**config.mk**
```make
export PLATFORM = sky130hd
export DESIGN_NAME = nand_tgt_busy_timer
export DESIGN_NICKNAME = d
export VERILOG_FILES = /design/src/rtl/nand_tgt_busy_timer.sv
export SDC_FILE = /design/constraint.sdc
export NUM_CORES = 1
export LEC_CHECK = 0
export ABC_AREA = 1
export CELL_PAD_IN_SITES_DETAIL_PLACEMENT = 2
export CELL_PAD_IN_SITES_GLOBAL_PLACEMENT = 2
export CORE_ASPECT_RATIO = 0.8
export CORE_MARGIN = 3
export CORE_UTILIZATION = 28
export CTS_CLUSTER_DIAMETER = 200
export DETAILED_ROUTE_END_ITERATION = 12
export HOLD_SLACK_MARGIN = 0.06
export MAX_ROUTING_LAYER = met4
export PLACE_DENSITY_LB_ADDON = 0.08
export SLEW_MARGIN = 20
export SYNTH_ARGS = -nofsm -noshare
export SYNTH_HDL_FRONTEND = slang
export SYNTH_SLANG_ARGS = --single-unit
```
**constraint.sdc**
```tcl
create_clock -name clk -period 2 [get_ports clk]
set_input_delay 0.3 -clock clk [delete_from_list [all_inputs] [get_ports clk]]
set_output_delay 0.3 -clock clk [all_outputs]
set_load 0.02 [all_outputs]
```
**src/rtl/nand_tgt_busy_timer.sv**
```systemverilog
// Loadable 16-bit busy down-counter. done is high during the last busy
// cycle; idx counts elapsed busy cycles from 0 so the parent can step
// through page bytes while busy.
module nand_tgt_busy_timer (
    input  logic        clk,
    input  logic        rst,
    input  logic        load,
    input  logic [15:0] load_val,
    output logic        done,
    output logic [15:0] idx
);

    logic [15:0] count;

    // Count down from the loaded value while tracking elapsed cycles
    always_ff @(posedge clk) begin
        if (rst) begin
            count <= '0;
            idx   <= '0;
        end else if (load) begin
            count <= load_val;
            idx   <= '0;
        end else if (count != '0) begin
            count <= count - 16'd1;
            idx   <= idx + 16'd1;
        end
    end

    assign done = (count == 16'd1);

endmodule

```
==> Yosys cells after proc, flatten, opt, wreduce, memory -nomap -nowiden <==
Index checks and enable logic that the tools add are counted.
{ "op_classes": {"add_sub_neg": 2, "eq_ne": 1, "muxes": 2, "reduce_logical": 3} }
{ "op_table": {"columns": ["operator", "n"], "rows": [
  ["$mux W16", 2],
  ["$add A16 B1 Y16 const B", 1],
  ["$eq A16 B1 Y1 const B", 1],
  ["$reduce_bool A16 Y1", 1],
  ["$sub A16 B1 Y16 const B", 1],
  ["$reduce_bool A2 Y1", 1],
  ["$reduce_or A2 Y1", 1]
]} }
{ "word_totals": {"ff_bits": 32, "output_inout_bits": 17, "wordCells": 10} }

==> Depth between registers and ports, before layout <==
Gate-level depths: netlist of run 1.
{ "logic_depth": {"word_depth": 3, "depth_mapped": 10, "ltp_nobuf": 10} }

==> Least setup slack after synthesis of run 1 <==
OpenSTA, ideal clock, no wires.
{ "synth_path": {"kind": "register to register", "from": "register idx[0]", "to": "register idx[8]", "setup_ps": 124, "arrival_ps": 1300, "slack_ps": 575, "stages_incl_launch_ff": 8, "path_buffers": 0, "synth_period_minus_slack_ps": 1425, "path_cell_list": "dfxtp_1 > ha_1 > inv_1 > nor2_1 > nand2_1 > xnor2_1 > nand2_1 > a21oi_2"} }
{ "synth_between": {"elab_chain_cells": 1} }
{ "synth_rtl": {"columns": ["item", "line_no", "text"], "rows": [
  ["start, declared", "10", "output logic [15:0] idx"],
  ["start signal, assigned", "25", "idx <= idx + 16'd1;"],
  ["$add A16 B1 Y16", "25", null]
]} }
Every way passes these cells.
A chain may end at the register's enable or synchronous reset.

==> Final worst setup path of run 1 <==
{ "layout_path": {"from": "register count[6]", "to": "output done"} }
{ "layout_between": {"elab_chain_cells": 1} }
{ "layout_rtl": {"columns": ["item", "line_no", "text"], "rows": [
  ["start, declared", "13", "logic [15:0] count;"],
  ["start signal, assigned", "21", "count <= load_val;"],
  ["start signal, assigned", "24", "count <= count - 16'd1;"],
  ["$eq A16 B1 Y1", "29", "assign done = (count == 16'd1);"],
  ["end, declared", "9", "output logic done,"]
]} }
Every way passes these cells.

==> results.md, run 1 <==
- The run finished with clean final reports.
- The share of the Yosys chip area taken by registers is 0.3224.
- For met1 alone, demand over resource in global routing was 0.2765.
- Once the clock tree was built, the setup fixing pass inserted 0 buffers.
- The average detailed-routed wire length per instance is 15.63 um.
- Counting the fill cells in the layout gives 827.
- The critical path goes through nor2_1 > nand2_2 > inv_1 > nand3_1 > nor2_1 > dlygate4sd2_1.
- The most numerous cell type found on the critical path is nor2_1.
- The number of cells in the design after placement is 429.
- The total area inside the core boundary comes to 0.006636 mm^2.
- The final number of max-transition violations is 0.
- Clock tree synthesis inserted a total of 5 buffers.
- The number of standard cells after synthesis is 309.
- Counting every net in the synthesized netlist gives 331.
- The footprint of the multi-input gates is 0.001217 mm^2.
- The worst max-slew margin expressed relative to the limit is 0.6001.
- The top-level I/O count is 36.
- The count of cells in the finished layout, fillers not included, comes to 436.
- The slowest stage of the critical path belongs to the cell dfxtp_1.
- The count of nets left with antenna violations after detail routing is 0.
- The maximum level of the CTS H-tree is 2.
- Of the cells placed in the final design, the portion with a size suffix greater than 1 is 0.1250.
- The mean post-synth cell area is 6.430 um^2.
- The count of yosys warnings during synthesis is 0.
- The global-route track usage on met3 is 0.02833.
- STA classifies the critical path endpoint as an output pin.
- Counting both buffers and inverters, the worst setup path holds a total of 2.
- The synthesized netlist occupies a cell area of 0.001987 mm^2.
- Based on the critical path, the design can be clocked at up to 535.9 MHz.
- The number of sinks handled by clock tree synthesis is 32.
- The worst path required time is 1.70 ns.
- The highest-utilization routing layer at the global route stage is met1.
- The total number of placement rows is 26.
- The critical path launch point type is a flop.
- The maximum number of pins on one net before global-route repair is 15.
- In this run the worst hold path is classified as reg -> reg.
- The floorplan step set the die width to 100.2 um.
- The number of antenna violations at the first check in global routing is 0.
- The tool flagged a number of max-cap violations equal to 0.
- The number of cells on the worst reg-to-reg path is 9.
- The area growth from synthesis to layout is 28.65%.
- The die is 81.35 um tall.
- Data on the critical path arrives at its endpoint at 1.57 ns.
- Setup slack on the critical path of the routed design comes to 0.1339 ns.
- The synthesized netlist contains 25 unique library cells.
- The net count of the finished layout is 374.
- The number of hold violations in the final report is 0.
- The post-layout instance area is 0.002556 mm^2.
- In this run the power density over the cells is 641.3 mW/mm^2.
- In this design, the stage delay of the slowest critical-path cell is 0.34 ns.
- The total grt overflow is 0.
- The count of final setup violators is 0.
- The startpoint of the tightest hold check path is idx[2].
- The total routing resource utilization after global routing is 0.1843.
- The launch instance of the worst register-to-register path is count[0].
- The cell family contributing the most delay on the critical path is simple AND/OR/NAND/NOR gates.
- The leakage power is 1.003 nW.
- At the end of routability-driven placement, the weighted congestion stood at 0.8327.
- The worst voltage drop across the vdd grid is 0.0002450 V.
- TritonCTS built the clock tree.
- The critical register-to-register path endpoint is count[14].
- The count of antenna diodes in the layout is 0.
- For this run, the detailed router's first-pass iteration total came to 4.
- The flop and latch count out of synthesis is 32.
- The final core utilization is 0.3852.
- The global-route wire length before repair is 11420 um.
- The clock-pin slew on the worst setup and hold paths is 0.06 ns.
- Timing analysis after detailed placement gives a worst setup slack of 0.1499 ns.
- The initial core utilization is 0.2994.
- The hold-fix buffer count after cts is 0.
- The critical path is of the reg -> out type.
- The worst hold endpoint is idx[2].
- The final period demand of the worst path is 1.866 ns.
- The global-route met2 utilization is 0.2619.
- For this run, design rule violations remaining after detail routing come to 0.
- The register-to-register setup slack is 0.21 ns.
- The longest clock path from root to sink contains 2 buffers.
- The clock latency on the worst-skew pair is 0.29 ns.
- The largest fanout on the critical path is 4.
- The post-detailed-routing wire length is 6813 um.
- Once detailed placement completed, the half-perimeter wirelength came to 5432 um.
- The number of input and output port buffers inserted is 35.
- The post-place instance area is 0.002459 mm^2.
- The total via count after detailed routing is 2133.
- Summing all flip-flop and latch instances after layout gives 640.6 um^2.
- The worst-case clock skew is 0.01185 ns.
- The via count normalized by instance count is 4.892.
- The slew at the pin with the worst max-slew slack is 0.5992 ns.
- The initial detailed-routing violation count is 94.
- The via count of the first global-routing pass is 2160.
- The instance count along the most critical hold path is 2.
- In the finished design, the share of the clock period the worst path needs comes to 0.9330.
- The die covers 0.008149 mm^2.
- Setup repair after global routing left no endpoint under its margin.
- The root cell of the clock tree is clkbuf_8.
- The final total negative setup slack is 0 ns.
## worst max-delay path by stage
stage | slack [ns] | depth (start not counted) | endpoint | startpoint
floorplan | 0.58 | 7 | idx[8] | idx[0]
global placement | 0.19 | 4 | done | count[10]
detailed placement | 0.15 | 6 | done | count[4]
CTS | 0.10 | 6 | done | count[4]
global route | 0.02 | 6 | done | count[6]
finish | 0.13 | 6 | done | count[6]
## logic make-up (layout without fill, tap and decap cells)
logic type               Yosys count  in the layout  synth area share
AND/OR/NAND/NOR                  192            192            0.4244
XOR/XNOR                          10             10           0.04408
AO/OA/AOI/OAI                     42             42            0.1241
buffers and inverters             30             73           0.06612
adder cells (fa/ha/maj)            3              3           0.01889
flip-flops                        32             32            0.3224
## power breakdown
group          total, W  switching, W  internal (W)
clock network  0.000562      0.000255      0.000307
logic          0.000369      0.000226      0.000142
registers      0.000709     0.0000403      0.000669
total           0.00164      0.000521       0.00112
## metal layers
layer | routed length, um | share of wire | vias to the layer above
met5 | 0 | 0 | -
met4 | 28 | 0.0041 | 0
met3 | 223 | 0.033 | 2
met2 | 2735 | 0.40 | 31
met1 | 3826 | 0.56 | 1037
li1 | - | - | 1063
## final cells by class
| cell class | count | area share |
|---|---|---|
| clock buffer | 7 | 0.03769 |
| inverter | 24 | 0.03720 |
| multi-input combinational | 247 | 0.4763 |
| sequential | 32 | 0.2506 |
| tap | 84 | 0.04112 |
| timing repair buffer | 42 | 0.1571 |
## stage by stage
step	power (W)	hold WS, ns
floorplan	0.0009565	0.3691
global placement	0.001083	0.4932
detailed placement	0.001094	0.5054
CTS	0.001658	0.5179
global route	0.001740	0.5487
finish	0.001639	0.5116
## cells in the final DEF (no fill, tap or decap), drive strengths merged
cell type,synthesis,layout
nand2,117,117
nor2,52,52
clkdlybuf4s50,0,34
dfxtp,32,32
a21oi,30,30
inv,23,23
o21ai,11,11
nand3,10,10
clkbuf,3,7
buf,3,7
nand4,6,6
xor2,6,6
nand3b,5,5
xnor2,4,4
ha,3,3
nor3,2,2
clkinv,1,1
o211ai,1,1
dlygate4sd2,0,1
## cells in the mapped netlist
cell type / count / area (um^2)
a21oi_1: 21 / 105.1
a21oi_2: 9 / 78.83
buf_2: 2 / 10.01
buf_8: 1 / 15.01
clkbuf_1: 3 / 11.26
clkinv_4: 1 / 8.760
dfxtp_1: 32 / 640.6
ha_1: 3 / 37.54
inv_1: 22 / 82.58
inv_2: 1 / 3.750
nand2_1: 105 / 394.1
nand2_2: 11 / 68.82
nand2_4: 1 / 11.26
nand3_1: 10 / 50.05
nand3b_1: 5 / 37.54
nand4_1: 6 / 37.54
nor2_1: 46 / 172.7
nor2_2: 3 / 18.77
nor2_4: 2 / 22.52
nor2_8: 1 / 20.02
nor3_1: 2 / 10.01
o211ai_1: 1 / 7.510
o21ai_0: 11 / 55.05
xnor2_1: 4 / 35.03
xor2_1: 6 / 52.55
## tightest hold or removal path, delay by kind of cell, from the launching register on
family	cells	cell delay (ns)
buffers and inverters	1	0.07
DFF	1	0.34
AOI/OAI and AO/OA	1	0.05
## state kept, by name, summed over array words and instances, names as in the netlist
signal and cells:
count 16, idx 16
## timing repair
action,CTS,global route
endpoints found under the hold margin,0,0
gates resized for setup,1,1
endpoints found under the setup margin,1,1
Power figures use the tool's default switching activity.
==> inputs of run 2 (changes only) <==
CTS_CLUSTER_SIZE = 30   (was unset)
==> results of run 2 <==
No change in the layout: final DEF, timing and power equal those of run 1.
